<file path="config.mk">
export PLATFORM = sky130hd
export DESIGN_NAME = multicycle_ctrl_flat
export DESIGN_NICKNAME = d
export VERILOG_FILES = /design/src/rtl/multicycle_ctrl_if.sv /design/src/rtl/multicycle_ctrl.sv /design/src/flat_wrapper.sv
export SDC_FILE = /design/constraint.sdc
export NUM_CORES = 1
export LEC_CHECK = 0
export CORE_UTILIZATION = 52
export DETAILED_ROUTE_END_ITERATION = 10
export PLACE_DENSITY = 0.92
export SETUP_SLACK_MARGIN = 0.15
export SLEW_MARGIN = 20
export SYNTH_ARGS = -nofsm -noshare
export SYNTH_HDL_FRONTEND = slang
export SYNTH_SLANG_ARGS = --single-unit
</file>
<file path="constraint.sdc">
create_clock -name clk -period 4.75 [get_ports clk]
set_input_delay 0.95 -clock clk [delete_from_list [all_inputs] [get_ports clk]]
set_output_delay 0.95 -clock clk [all_outputs]
set_load 0.01 [all_outputs]
</file>
<file path="src/rtl/multicycle_ctrl_if.sv">
// Control/status bundle between the multi-cycle control FSM and the MIPS datapath.
// The controller uses the master modport; the datapath (or a bench) uses slave.
interface multicycle_ctrl_if #(
    parameter int unsigned CNT_W = 32
);
    logic [5:0]       opcode;
    logic             alu_zero;
    logic             mem_ready;
    logic             run;
    logic             halt_req;
    logic             pc_write;
    logic             pc_write_cond;
    logic             iord;
    logic             mem_rd;
    logic             mem_wr;
    logic             ir_write;
    logic             reg_dst;
    logic             mem_to_reg;
    logic             reg_write;
    logic             alu_src_a;
    logic [1:0]       alu_src_b;
    logic [1:0]       alu_op;
    logic [1:0]       pc_source;
    logic [3:0]       state;
    logic             illegal;
    logic [CNT_W-1:0] cycle_cnt;
    logic [CNT_W-1:0] instr_cnt;

    modport master (
        input  opcode, alu_zero, mem_ready, run, halt_req,
        output pc_write, pc_write_cond, iord, mem_rd, mem_wr, ir_write, reg_dst,
        output mem_to_reg, reg_write, alu_src_a, alu_src_b, alu_op, pc_source,
        output state, illegal, cycle_cnt, instr_cnt
    );

    modport slave (
        output opcode, alu_zero, mem_ready, run, halt_req,
        input  pc_write, pc_write_cond, iord, mem_rd, mem_wr, ir_write, reg_dst,
        input  mem_to_reg, reg_write, alu_src_a, alu_src_b, alu_op, pc_source,
        input  state, illegal, cycle_cnt, instr_cnt
    );
endinterface

</file>
<file path="src/rtl/multicycle_ctrl.sv">
// Multi-cycle MIPS control FSM: registered state decoded into datapath selects/enables,
// memory handshake on mem_ready, run/halt at instruction boundaries, illegal-opcode trap.
module multicycle_ctrl #(
    parameter int unsigned CNT_W = 32
) (
    input logic               clk,
    input logic               rst_n,
    multicycle_ctrl_if.master bus
);
    localparam logic [3:0] StIdle   = 4'd0;
    localparam logic [3:0] StFetch  = 4'd1;
    localparam logic [3:0] StDecode = 4'd2;
    localparam logic [3:0] StMemAdr = 4'd3;
    localparam logic [3:0] StMemRd  = 4'd4;
    localparam logic [3:0] StMemWb  = 4'd5;
    localparam logic [3:0] StMemWr  = 4'd6;
    localparam logic [3:0] StExec   = 4'd7;
    localparam logic [3:0] StRwb    = 4'd8;
    localparam logic [3:0] StBranch = 4'd9;
    localparam logic [3:0] StJump   = 4'd10;
    localparam logic [3:0] StAddiEx = 4'd11;
    localparam logic [3:0] StAddiWb = 4'd12;
    localparam logic [3:0] StTrap   = 4'd13;

    localparam logic [5:0] OpRtype = 6'h00;
    localparam logic [5:0] OpLw    = 6'h23;
    localparam logic [5:0] OpSw    = 6'h2B;
    localparam logic [5:0] OpBeq   = 6'h04;
    localparam logic [5:0] OpJ     = 6'h02;
    localparam logic [5:0] OpAddi  = 6'h08;

    logic [3:0]       state_q, state_d;
    logic             illegal_q, illegal_d;
    logic [CNT_W-1:0] cycle_cnt_q, cycle_cnt_d;
    logic [CNT_W-1:0] instr_cnt_q, instr_cnt_d;
    logic             retire;

    always_comb begin
        state_d   = state_q;
        illegal_d = illegal_q;
        retire    = 1'b0;
        case (state_q)
            StIdle:   if (bus.run) state_d = StFetch;
            StFetch:  if (bus.mem_ready) state_d = StDecode;
            StDecode: begin
                case (bus.opcode)
                    OpRtype:    state_d = StExec;
                    OpLw, OpSw: state_d = StMemAdr;
                    OpBeq:      state_d = StBranch;
                    OpJ:        state_d = StJump;
                    OpAddi:     state_d = StAddiEx;
                    default: begin
                        state_d   = StTrap;
                        illegal_d = 1'b1;
                    end
                endcase
            end
            StMemAdr: state_d = (bus.opcode == OpLw) ? StMemRd : StMemWr;
            StMemRd:  if (bus.mem_ready) state_d = StMemWb;
            StMemWr:  retire = bus.mem_ready;
            StExec:   state_d = StRwb;
            StAddiEx: state_d = StAddiWb;
            StMemWb, StRwb, StBranch, StJump, StAddiWb: retire = 1'b1;
            StTrap:   state_d = StTrap;
            default:  state_d = StIdle;
        endcase
        // halt_req only matters on the cycle an instruction retires
        if (retire) state_d = bus.halt_req ? StIdle : StFetch;
    end

    always_comb begin
        cycle_cnt_d = cycle_cnt_q;
        instr_cnt_d = instr_cnt_q;
        if (state_q != StIdle && state_q != StTrap) cycle_cnt_d = cycle_cnt_q + CNT_W'(1);
        if (retire) instr_cnt_d = instr_cnt_q + CNT_W'(1);
    end

    always_ff @(posedge clk or negedge rst_n) begin
        if (!rst_n) begin
            state_q     <= StIdle;
            illegal_q   <= 1'b0;
            cycle_cnt_q <= '0;
            instr_cnt_q <= '0;
        end else begin
            state_q     <= state_d;
            illegal_q   <= illegal_d;
            cycle_cnt_q <= cycle_cnt_d;
            instr_cnt_q <= instr_cnt_d;
        end
    end

    always_comb begin
        bus.pc_write      = 1'b0;
        bus.pc_write_cond = 1'b0;
        bus.iord          = 1'b0;
        bus.mem_rd        = 1'b0;
        bus.mem_wr        = 1'b0;
        bus.ir_write      = 1'b0;
        bus.reg_dst       = 1'b0;
        bus.mem_to_reg    = 1'b0;
        bus.reg_write     = 1'b0;
        bus.alu_src_a     = 1'b0;
        bus.alu_src_b     = 2'b00;
        bus.alu_op        = 2'b00;
        bus.pc_source     = 2'b00;
        case (state_q)
            StFetch: begin
                bus.mem_rd    = 1'b1;
                bus.alu_src_b = 2'b01;
                bus.ir_write  = bus.mem_ready;
                bus.pc_write  = bus.mem_ready;
            end
            StDecode: bus.alu_src_b = 2'b11;
            StMemAdr, StAddiEx: begin
                bus.alu_src_a = 1'b1;
                bus.alu_src_b = 2'b10;
            end
            StMemRd: begin
                bus.mem_rd = 1'b1;
                bus.iord   = 1'b1;
            end
            StMemWb: begin
                bus.reg_write  = 1'b1;
                bus.mem_to_reg = 1'b1;
            end
            StMemWr: begin
                bus.mem_wr = 1'b1;
                bus.iord   = 1'b1;
            end
            StExec: begin
                bus.alu_src_a = 1'b1;
                bus.alu_op    = 2'b10;
            end
            StRwb: begin
                bus.reg_write = 1'b1;
                bus.reg_dst   = 1'b1;
            end
            StBranch: begin
                bus.alu_src_a     = 1'b1;
                bus.alu_op        = 2'b01;
                bus.pc_write_cond = 1'b1;
                bus.pc_source     = 2'b01;
            end
            StJump: begin
                bus.pc_write  = 1'b1;
                bus.pc_source = 2'b10;
            end
            StAddiWb: bus.reg_write = 1'b1;
            default: ;
        endcase
    end

    assign bus.state     = state_q;
    assign bus.illegal   = illegal_q;
    assign bus.cycle_cnt = cycle_cnt_q;
    assign bus.instr_cnt = instr_cnt_q;
endmodule

</file>
<file path="src/flat_wrapper.sv">
// flat-port wrapper written by rule: the top's interface ports become plain ports
module multicycle_ctrl_flat 
#(
    parameter int unsigned CNT_W = 32
)
  (clk, rst_n, bus_opcode, bus_alu_zero, bus_mem_ready, bus_run, bus_halt_req, bus_pc_write, bus_pc_write_cond, bus_iord, bus_mem_rd, bus_mem_wr, bus_ir_write, bus_reg_dst, bus_mem_to_reg, bus_reg_write, bus_alu_src_a, bus_alu_src_b, bus_alu_op, bus_pc_source, bus_state, bus_illegal, bus_cycle_cnt, bus_instr_cnt);
  multicycle_ctrl_if #(.CNT_W(CNT_W)) bus_i ();
  input logic clk;
  input logic rst_n;
  input wire logic [$bits(bus_i.opcode)-1:0] bus_opcode;
  input wire logic [$bits(bus_i.alu_zero)-1:0] bus_alu_zero;
  input wire logic [$bits(bus_i.mem_ready)-1:0] bus_mem_ready;
  input wire logic [$bits(bus_i.run)-1:0] bus_run;
  input wire logic [$bits(bus_i.halt_req)-1:0] bus_halt_req;
  output wire logic [$bits(bus_i.pc_write)-1:0] bus_pc_write;
  output wire logic [$bits(bus_i.pc_write_cond)-1:0] bus_pc_write_cond;
  output wire logic [$bits(bus_i.iord)-1:0] bus_iord;
  output wire logic [$bits(bus_i.mem_rd)-1:0] bus_mem_rd;
  output wire logic [$bits(bus_i.mem_wr)-1:0] bus_mem_wr;
  output wire logic [$bits(bus_i.ir_write)-1:0] bus_ir_write;
  output wire logic [$bits(bus_i.reg_dst)-1:0] bus_reg_dst;
  output wire logic [$bits(bus_i.mem_to_reg)-1:0] bus_mem_to_reg;
  output wire logic [$bits(bus_i.reg_write)-1:0] bus_reg_write;
  output wire logic [$bits(bus_i.alu_src_a)-1:0] bus_alu_src_a;
  output wire logic [$bits(bus_i.alu_src_b)-1:0] bus_alu_src_b;
  output wire logic [$bits(bus_i.alu_op)-1:0] bus_alu_op;
  output wire logic [$bits(bus_i.pc_source)-1:0] bus_pc_source;
  output wire logic [$bits(bus_i.state)-1:0] bus_state;
  output wire logic [$bits(bus_i.illegal)-1:0] bus_illegal;
  output wire logic [$bits(bus_i.cycle_cnt)-1:0] bus_cycle_cnt;
  output wire logic [$bits(bus_i.instr_cnt)-1:0] bus_instr_cnt;
  assign bus_i.opcode = bus_opcode;
  assign bus_i.alu_zero = bus_alu_zero;
  assign bus_i.mem_ready = bus_mem_ready;
  assign bus_i.run = bus_run;
  assign bus_i.halt_req = bus_halt_req;
  assign bus_pc_write = bus_i.pc_write;
  assign bus_pc_write_cond = bus_i.pc_write_cond;
  assign bus_iord = bus_i.iord;
  assign bus_mem_rd = bus_i.mem_rd;
  assign bus_mem_wr = bus_i.mem_wr;
  assign bus_ir_write = bus_i.ir_write;
  assign bus_reg_dst = bus_i.reg_dst;
  assign bus_mem_to_reg = bus_i.mem_to_reg;
  assign bus_reg_write = bus_i.reg_write;
  assign bus_alu_src_a = bus_i.alu_src_a;
  assign bus_alu_src_b = bus_i.alu_src_b;
  assign bus_alu_op = bus_i.alu_op;
  assign bus_pc_source = bus_i.pc_source;
  assign bus_state = bus_i.state;
  assign bus_illegal = bus_i.illegal;
  assign bus_cycle_cnt = bus_i.cycle_cnt;
  assign bus_instr_cnt = bus_i.instr_cnt;
  multicycle_ctrl #(.CNT_W(CNT_W)) u_core (.clk(clk), .rst_n(rst_n), .bus(bus_i));
endmodule
</file>
# Word level (Yosys, flattened, before mapping)

Cells that the tools add are included.

Logic and storage cells: 67
Input bits: 12
Output and inout bits: 85
Register bits: 69

Eq/ne operators: 23
Add/sub/neg operators: 2
Reduce and logical (&&, ||, !) cells: 15
Muxes and demuxes: 22
Bitwise operators: 1

Operator list:

| kind                  | count |
|---|---|
| $add 32x1->32 const B | 2 |
| $pmux 4 s9            | 1 |
| $eq 4x4->1 const B    | 6 |
| $pmux 4 s5            | 1 |
| $eq 4x3->1 const B    | 4 |
| $mux 4                | 4 |
| $eq 6x6->1 const B    | 2 |
| $reduce_or 6->1       | 2 |
| $mux 1                | 10 |
| $ne 3x2->1 const B    | 3 |
| $eq 4x2->1 const B    | 2 |
| $pmux 2 s2            | 2 |
| $reduce_or 2->1       | 4 |
| $eq 6x2->1 const B    | 1 |
| $eq 6x3->1 const B    | 1 |
| $eq 6x4->1 const B    | 1 |
| $logic_not 6->1       | 1 |
| $pmux 2 s3            | 1 |
| $reduce_or 5->1       | 1 |
| $eq 4x1->1 const B    | 1 |
| $logic_not 4->1       | 1 |
| $ne 4x4->1 const B    | 1 |
| $pmux 1 s2            | 2 |
| $reduce_and 4->1      | 1 |
| 8 further kinds       | 8 |

# Depth between registers and ports, before layout

Gate-level depths: netlist of the first run.

Word-level depth: 5
Gate-level depth with buffers: 7
Depth with buffers taken out: 5

# Worst setup path after synthesis of the first run

OpenSTA, ideal clock, no wires.

Path kind: reg2out
From: register u_core.state_q[1], in the netlist u_core.bus.state[1]
To: output bus_alu_src_b[0]
Cell stages (with the launch flop): 5
Required time: 3800 ps
Arrival time: 1429 ps
Slack: 2371 ps
Path buffers: 2
Cell sequence: dfrtp_1 > clkbuf_1 > buf_1 > nand2_1 > a21boi_0

Word-level cells in the longest chain between the ends: 3
Elaborated cells between the ends (all ways): 6
Those cells by class: eq/ne: 4; mux: 1; reduce/logical: 1

Ends and longest elaborated chain:

| item                                            | line                   | source |
|---|---|---|
| from (decl)                                     | multicycle_ctrl.sv:32  | `logic [3:0] state_q, state_d;` |
| from (signal assigned)                          | multicycle_ctrl.sv:80  | `state_q <= StIdle;` |
| from (signal assigned)                          | multicycle_ctrl.sv:85  | `state_q <= state_d;` |
| $eq 4x2->1 / $eq 4x4->1 (equally long branches) | multicycle_ctrl.sv:106 | `case (state_q)` |
| $reduce_or 2->1                                 | multicycle_ctrl.sv:106 |  |
| $pmux 2 s3 *                                    | multicycle_ctrl.sv:106 |  |
| to (decl)                                       | flat_wrapper.sv:25     | `output wire logic [$bits(bus_i.alu_src_b)-1:0] bus_alu_src_b;` |

Every way passes the cells marked *; elsewhere a longest branch is shown, timed or not.

# Worst setup path in the final report of the first run

From: input bus_mem_ready
To: output bus_pc_write

Word-level cells in the longest chain between the ends: 1

Ends and longest elaborated chain:

| item        | line                   | source |
|---|---|---|
| from (decl) | flat_wrapper.sv:12     | `input wire logic [$bits(bus_i.mem_ready)-1:0] bus_mem_ready;` |
| $pmux 1 s2  | multicycle_ctrl.sv:106 |  |
| to (decl)   | flat_wrapper.sv:15     | `output wire logic [$bits(bus_i.pc_write)-1:0] bus_pc_write;` |

Every way passes these cells.

==> flow_summary.toml, run 1 <==
[timing]
tns_ps = 0
clock_skew_ps = 16.1
drv_slew = 0
hold_violations = 0
worst_pin_slew_ps = 878
timing.final.crit_share = 0.687
max_freq_mhz = 307
finalCriticalPeriod_ps = 3260
setup_viol = 0
hold_slack_ps = 466
rsz0062_at_grt = "false"
max_slew_margin = 0.415

[placed_design]
placed_cells = 511
place_area_mm2 = 0.00450
dpl.hpwl_um = 5690
portBuffers = 95
gp_congestion = 0.864

[route]
dr_total_vias = 2930
postRouteAntennaNets = 0
drt_wl_total_um = 7890
dr.first_iter.drc_count = 146
wl_per_cell_um = 15.0
drcViolationCount = 9
via_per_inst = 5.56
firstDrtPassIters = 7

[yosys]
netlist.area_leader.share = 0.490
yosys_warnings = 0
synth_area_leaders = "dfrtp_1 49%, xnor2_1 11%, xor2_1 4.2%, nand3_1 4.1%, nand2_1 3.3%"
syn_nets = 366
yosysTopAreaCell = "dfrtp_1"
synth-edff-count = 0
synth-seq-cells = 69
syn_inst = 352
synth_area_mm2 = 0.00352
synthFlopType = "dfrtp_1"
ys_types = 51
async_flop_share = 1.00
synth_common_cells = "69 x dfrtp_1, 45 x xnor2_1, 31 x nand2_1, 29 x nand3_1, 24 x nor2_1"
synth_most_common_cell = "dfrtp_1"
synth_seq_area_share = 0.490
synth.avg_cell_area_um2 = 10.0

[worst_setup_path]
r2r_cells = 5
worstPathCellList = "clkdlybuf4s50_1, nand2_1, o22ai_1, clkdlybuf4s50_1"
cp-end-kind = "output port"
setup.worst_path.start_class = "input pin"
cp_slowest_cell = "clkdlybuf4s50_1"
crit_type = "in2out"
worstPathArrival_ps = 2310
crit_fanout = 5
worstPathRequired_ps = 3800
cp_common_cell = "clkdlybuf4s50_1"
crit_path_max_incr_delay_ps = 580

[pwr]
power.density_mw_per_mm2 = 445
p_leak_uw = 0.00192
power_uw = 2100
peakVddDrop_mv = 0.395

[final_layout]
nNetsFinal = 459
final_cells = 527
drive_gt1_frac = 0.0667
final_area_mm2 = 0.00473
syn_to_final_growth_pct = 34.2
n_antenna_cell = 0

[global_route]
antenna_found_initial = 0
grt_pass1_vias = 2850
grt_overflow_total = 0
grt_max_degree = 41
track_usage = 0.237
grt_first_pass_wirelength_um = 13400

[outcome]
violations = "DRC"
outcome = "complete, but fails checks"

[clocking]
cts_inserted_buffers = 9
post_cts_buffers = 0
cts_tree = "done"
cts_resized = 0
cts_htree_levels = 3
clk_latency_ps = 350
clockRootBuffer = "clkbuf_8"
clockBufferDepth = 2
path_clk_slew_ps = 70
cts_num_sinks = 69
cts_hold_buf = 0

[die]
die_y_um = 84.3
fp-row-count = 29
die-area_mm2 = 0.00711
die_w_um = 84.3
coreArea_mm2 = 0.00646
start_util = 0.546
io_pins = 97

[flow_run]
maxCapViolations = 0

[min_path]
holdPathStages = 1
holdCritPathClass = "reg2reg"
## per-layer routing
layer	global-route usage	wire [um]	vias to the layer above
li1	-	-	1431
met1	0.310	3450	1415
met2	0.399	4000	77
met3	0.0492	362	7
met4	0.0755	72	0
met5	0	0	-
## final cells by class
cell class | instances | area, um^2
clock buffer | 11 | 141
multi-input combinational | 259 | 1690
inverter | 10 | 37.5
fill | 481 | 1730
clock inverter | 5 | 83.8
timing repair buffer | 96 | 953
sequential | 69 | 1730
tap | 77 | 96.3
## worst max-delay path: cells and delay by family
family / cells / cell delay [ps]
compound gates: 1 / 140
buf+inv: 2 / 1130
simple gates: 1 / 90
## final timing paths
| path | end | slack (ps) | start |
|---|---|---|---|
| max in group asynchronous | u_core.bus.cycle_cnt[7] | 3120 | rst_n |
| worst max register to register | u_core.bus.instr_cnt[27] | 2190 | u_core.bus.state[1] |
| worst min-delay path | u_core.bus.illegal | 470 | u_core.bus.illegal |
| worst min register to register | u_core.bus.illegal | 470 | u_core.bus.illegal |
| min in group asynchronous | u_core.bus.cycle_cnt[14] | 710 | rst_n |
| worst max-delay path | bus_pc_write | 1490 | bus_mem_ready |
## state kept, by name, indices dropped and copies added (netlist names)
register	cells
u_core.bus.instr_cnt	32
u_core.bus.state	4
u_core.bus.cycle_cnt	32
u_core.bus.illegal	1
## placed cells by master, fill, tap and decap left out, types with 7 or more instances in the layout
| cell | count |
|---|---|
| a21oi_1 | 7 |
| clkbuf_8 | 10 |
| clkdlybuf4s50_1 | 94 |
| dfrtp_1 | 69 |
| inv_1 | 10 |
| nand2_1 | 31 |
| nand3_1 | 29 |
| nand4_1 | 13 |
| nor2_1 | 24 |
| nor3_1 | 16 |
| nor4_1 | 11 |
| xnor2_1 | 45 |
| xor2_1 | 17 |
## stage by stage
step	utilization	worst slack, ps
floorplan	-	2370
global placement	0.697	1520
detailed placement	0.697	1500
CTS	0.732	1470
global route	0.732	1320
finish	0.732	1490
## power breakdown
part,leakage (uW),total (uW),internal [uW],switching [uW]
Clock,0.000106,537,311,226
Sequential,0.000886,824,665,159
Combinational,0.000923,742,398,344
Total,0.00192,2100,1370,728
## cells by family (layout without fill, tap and decap cells)
| family | count (synthesis) | after routing | share of synthesized area |
|---|---|---|---|
| and+or+nand+nor | 155 | 155 | 0.233 |
| muxes | 3 | 3 | 0.00958 |
| xor gates and xnor gates | 63 | 63 | 0.159 |
| DFF | 69 | 69 | 0.490 |
| buffers and inverters | 24 | 122 | 0.0305 |
| adders and majority gates | 2 | 2 | 0.00710 |
| AOI/OAI and AO/OA | 36 | 36 | 0.0717 |
Note: power is estimated with default switching activity, not from simulation.
==> inputs of run 2 (changes only) <==
--- a/config.mk
+++ b/config.mk
@@ -5,9 +5,9 @@
 export SDC_FILE = /design/constraint.sdc
 export NUM_CORES = 1
 export LEC_CHECK = 0
-export CORE_UTILIZATION = 52
+export CORE_UTILIZATION = 44
 export DETAILED_ROUTE_END_ITERATION = 10
-export PLACE_DENSITY = 0.92
+export PLACE_DENSITY = 0.83
 export SETUP_SLACK_MARGIN = 0.15
 export SLEW_MARGIN = 20
 export SYNTH_ARGS = -nofsm -noshare
==> constraint.sdc (replaced) <==
create_clock -name clk -period 3 [get_ports clk]
set_input_delay 0.6 -clock clk [delete_from_list [all_inputs] [get_ports clk]]
set_output_delay 0.6 -clock clk [all_outputs]
set_load 0.01 [all_outputs]
==> run 2 against run 1 <==
Against the previous run: the run now ends clean; cell area rose by 2.5%; sequential power rose by 55%; worst setup slack got worse by 1200 ps; sequential share of layout area fell by 0.85 points; utilization fell by 11 points; power rose by 69%; routed wire length rose by 1.9%; die area rose by 18%; clock power rose by 90%; combinational power rose by 68%.
==> flow_summary.toml, run 2 (synthesis gave the netlist of run 1 again) <==
[route]
dr_total_vias = 2955
drt_wl_total_um = 8040
via_per_inst = 5.31
firstDrtPassIters = 4
dr.first_iter.drc_count = 167
wl_per_cell_um = 14.4
postRouteAntennaNets = 0
drcViolationCount = 0

[final_layout]
layout_common_cells = "94 x clkdlybuf4s50_1, 68 x dfrtp_1, 45 x xnor2_1"
multi_input_comb_area_mm2 = 0.00169
syn_to_final_growth_pct = 37.5
nNetsFinal = 464
fillers = 634
drive_gt1_frac = 0.0813
n_antenna_cell = 0
mostFrequentLayoutCell = "clkdlybuf4s50_1"
final_area_mm2 = 0.00485
seq_area_mm2 = 0.00173

[worst_setup_path]
r2r-end = "u_core.bus.cycle_cnt[29]"
critPathBufInv = 1
rrSetupSlack_ps = 660
regToRegStartpoint = "u_core.bus.state[0]"
r2r_cells = 5
crit_start = "u_core.bus.state[0]"
cp.depth = 3
crit_fanout = 11
setup.worst_path.start_class = "flip-flop"
cp_top_family = "buffers and inverters"
worstPathRequired_ps = 2400
worstPathArrival_ps = 2110
cp_slowest_cell = "clkdlybuf4s50_1"
crit_path_max_incr_delay_ps = 550
cp-end-kind = "output port"
worstPathCellList = "a21boi_0, nor2b_1, clkdlybuf4s50_1"
crit_type = "reg2out"
cp-endpoint = "bus_alu_src_a"

[global_route]
grt_max_degree = 70
grt_first_pass_wirelength_um = 13600
grt_overflow_total = 0
grt_pass1_vias = 2819
track_usage = 0.203
antenna_found_initial = 0

[pwr]
p_leak_uw = 0.00197
peakVddDrop_mv = 0.521
power.density_mw_per_mm2 = 733

[die]
die_w_um = 91.5
coreArea_mm2 = 0.00773
fp-row-count = 32
io_pins = 97
start_util = 0.456
die-area_mm2 = 0.00837
die_y_um = 91.5

[clocking]
cts_htree_levels = 3
clockBufferDepth = 2
path_clk_slew_ps = 80
cts_tree = "done"
cts_inserted_buffers = 9
clockRootBuffer = "clkbuf_8"
cts_hold_buf = 0
cts_num_sinks = 69
clk_latency_ps = 340

[timing]
rsz0062_at_grt = "false"
worst_pin_slew_ps = 861
max_slew_margin = 0.426
clock_skew_ps = 10.8
setup_viol = 0
hold_violations = 0
drv_slew = 0
tns_ps = 0
timing.final.crit_share = 0.903
max_freq_mhz = 369
finalCriticalPeriod_ps = 2710

[flow_run]
maxCapViolations = 0

[placed_design]
portBuffers = 95
dpl.hpwl_um = 5730
gp_congestion = 0.819
place_area_mm2 = 0.00457

[min_path]
holdCritPathClass = "in2async"

[outcome]
outcome = "finished clean"
==> run 2: where the power goes <==
part / switching [uW] / leakage (uW) / total, uW / internal (uW)
logic: 588 / 0.000948 / 1250 / 662
clock network: 364 / 0.000136 / 1020 / 659
registers: 224 / 0.000885 / 1280 / 1060
==> run 2: per-stage QoR <==
stage               hold slack, ps  power, uW  utilization  setup slack [ps]  cells
floorplan                      304       1940            -               911    352
global placement               454       2490        0.592               454    541
detailed placement             463       2540        0.592               398    541
CTS                            483       3560        0.627               265    557
global route                   493       3740        0.627               165    557
finish                         440       3550        0.627               292    557
==> run 2: cell type report <==
cell class | instances | share of cell area
Multi-Input combinational cell | 259 | 0.349
Clock inverter | 6 | 0.0276
Timing Repair Buffer | 101 | 0.204
Clock buffer | 10 | 0.0284
Sequential cell | 69 | 0.357
Inverter | 10 | 0.00775
Tap cell | 102 | 0.0263
==> run 2: what timing repair did <==
| action | CTS | global route |
|---|---|---|
| resized for setup | 0 | 1 |
| buffers inserted | 0 | 0 |
| setup endpoints to repair | 0 | 3 |
==> run 2: worst min path at each step <==
stage / startpoint / end / cells past startpoint
floorplan: rst_n / u_core.bus.cycle_cnt[0] / 0
global placement: u_core.bus.illegal / u_core.bus.illegal / 1
detailed placement: u_core.bus.illegal / u_core.bus.illegal / 1
CTS: rst_n / u_core.bus.cycle_cnt[15] / 2
global route: u_core.bus.illegal / u_core.bus.illegal / 1
finish: rst_n / u_core.bus.cycle_cnt[17] / 2
==> run 2: metal layers <==
| layer | vias up | track usage | share of wire |
|---|---|---|---|
| met1 | 1432 | 0.268 | 0.46 |
| met5 | - | 0 | 0 |
| met2 | 73 | 0.333 | 0.49 |
| met3 | 9 | 0.0427 | 0.042 |
| li1 | 1441 | - | - |
| met4 | 0 | 0.0622 | 0.0097 |
==> run 2: worst reg2reg max path, stage by stage (launching register included) <==
cell      delay, ps
dfrtp_1         530
a21boi_0        490
o311a_1         400
nor4b_2         470
nand3_1         180
xnor2_1         160
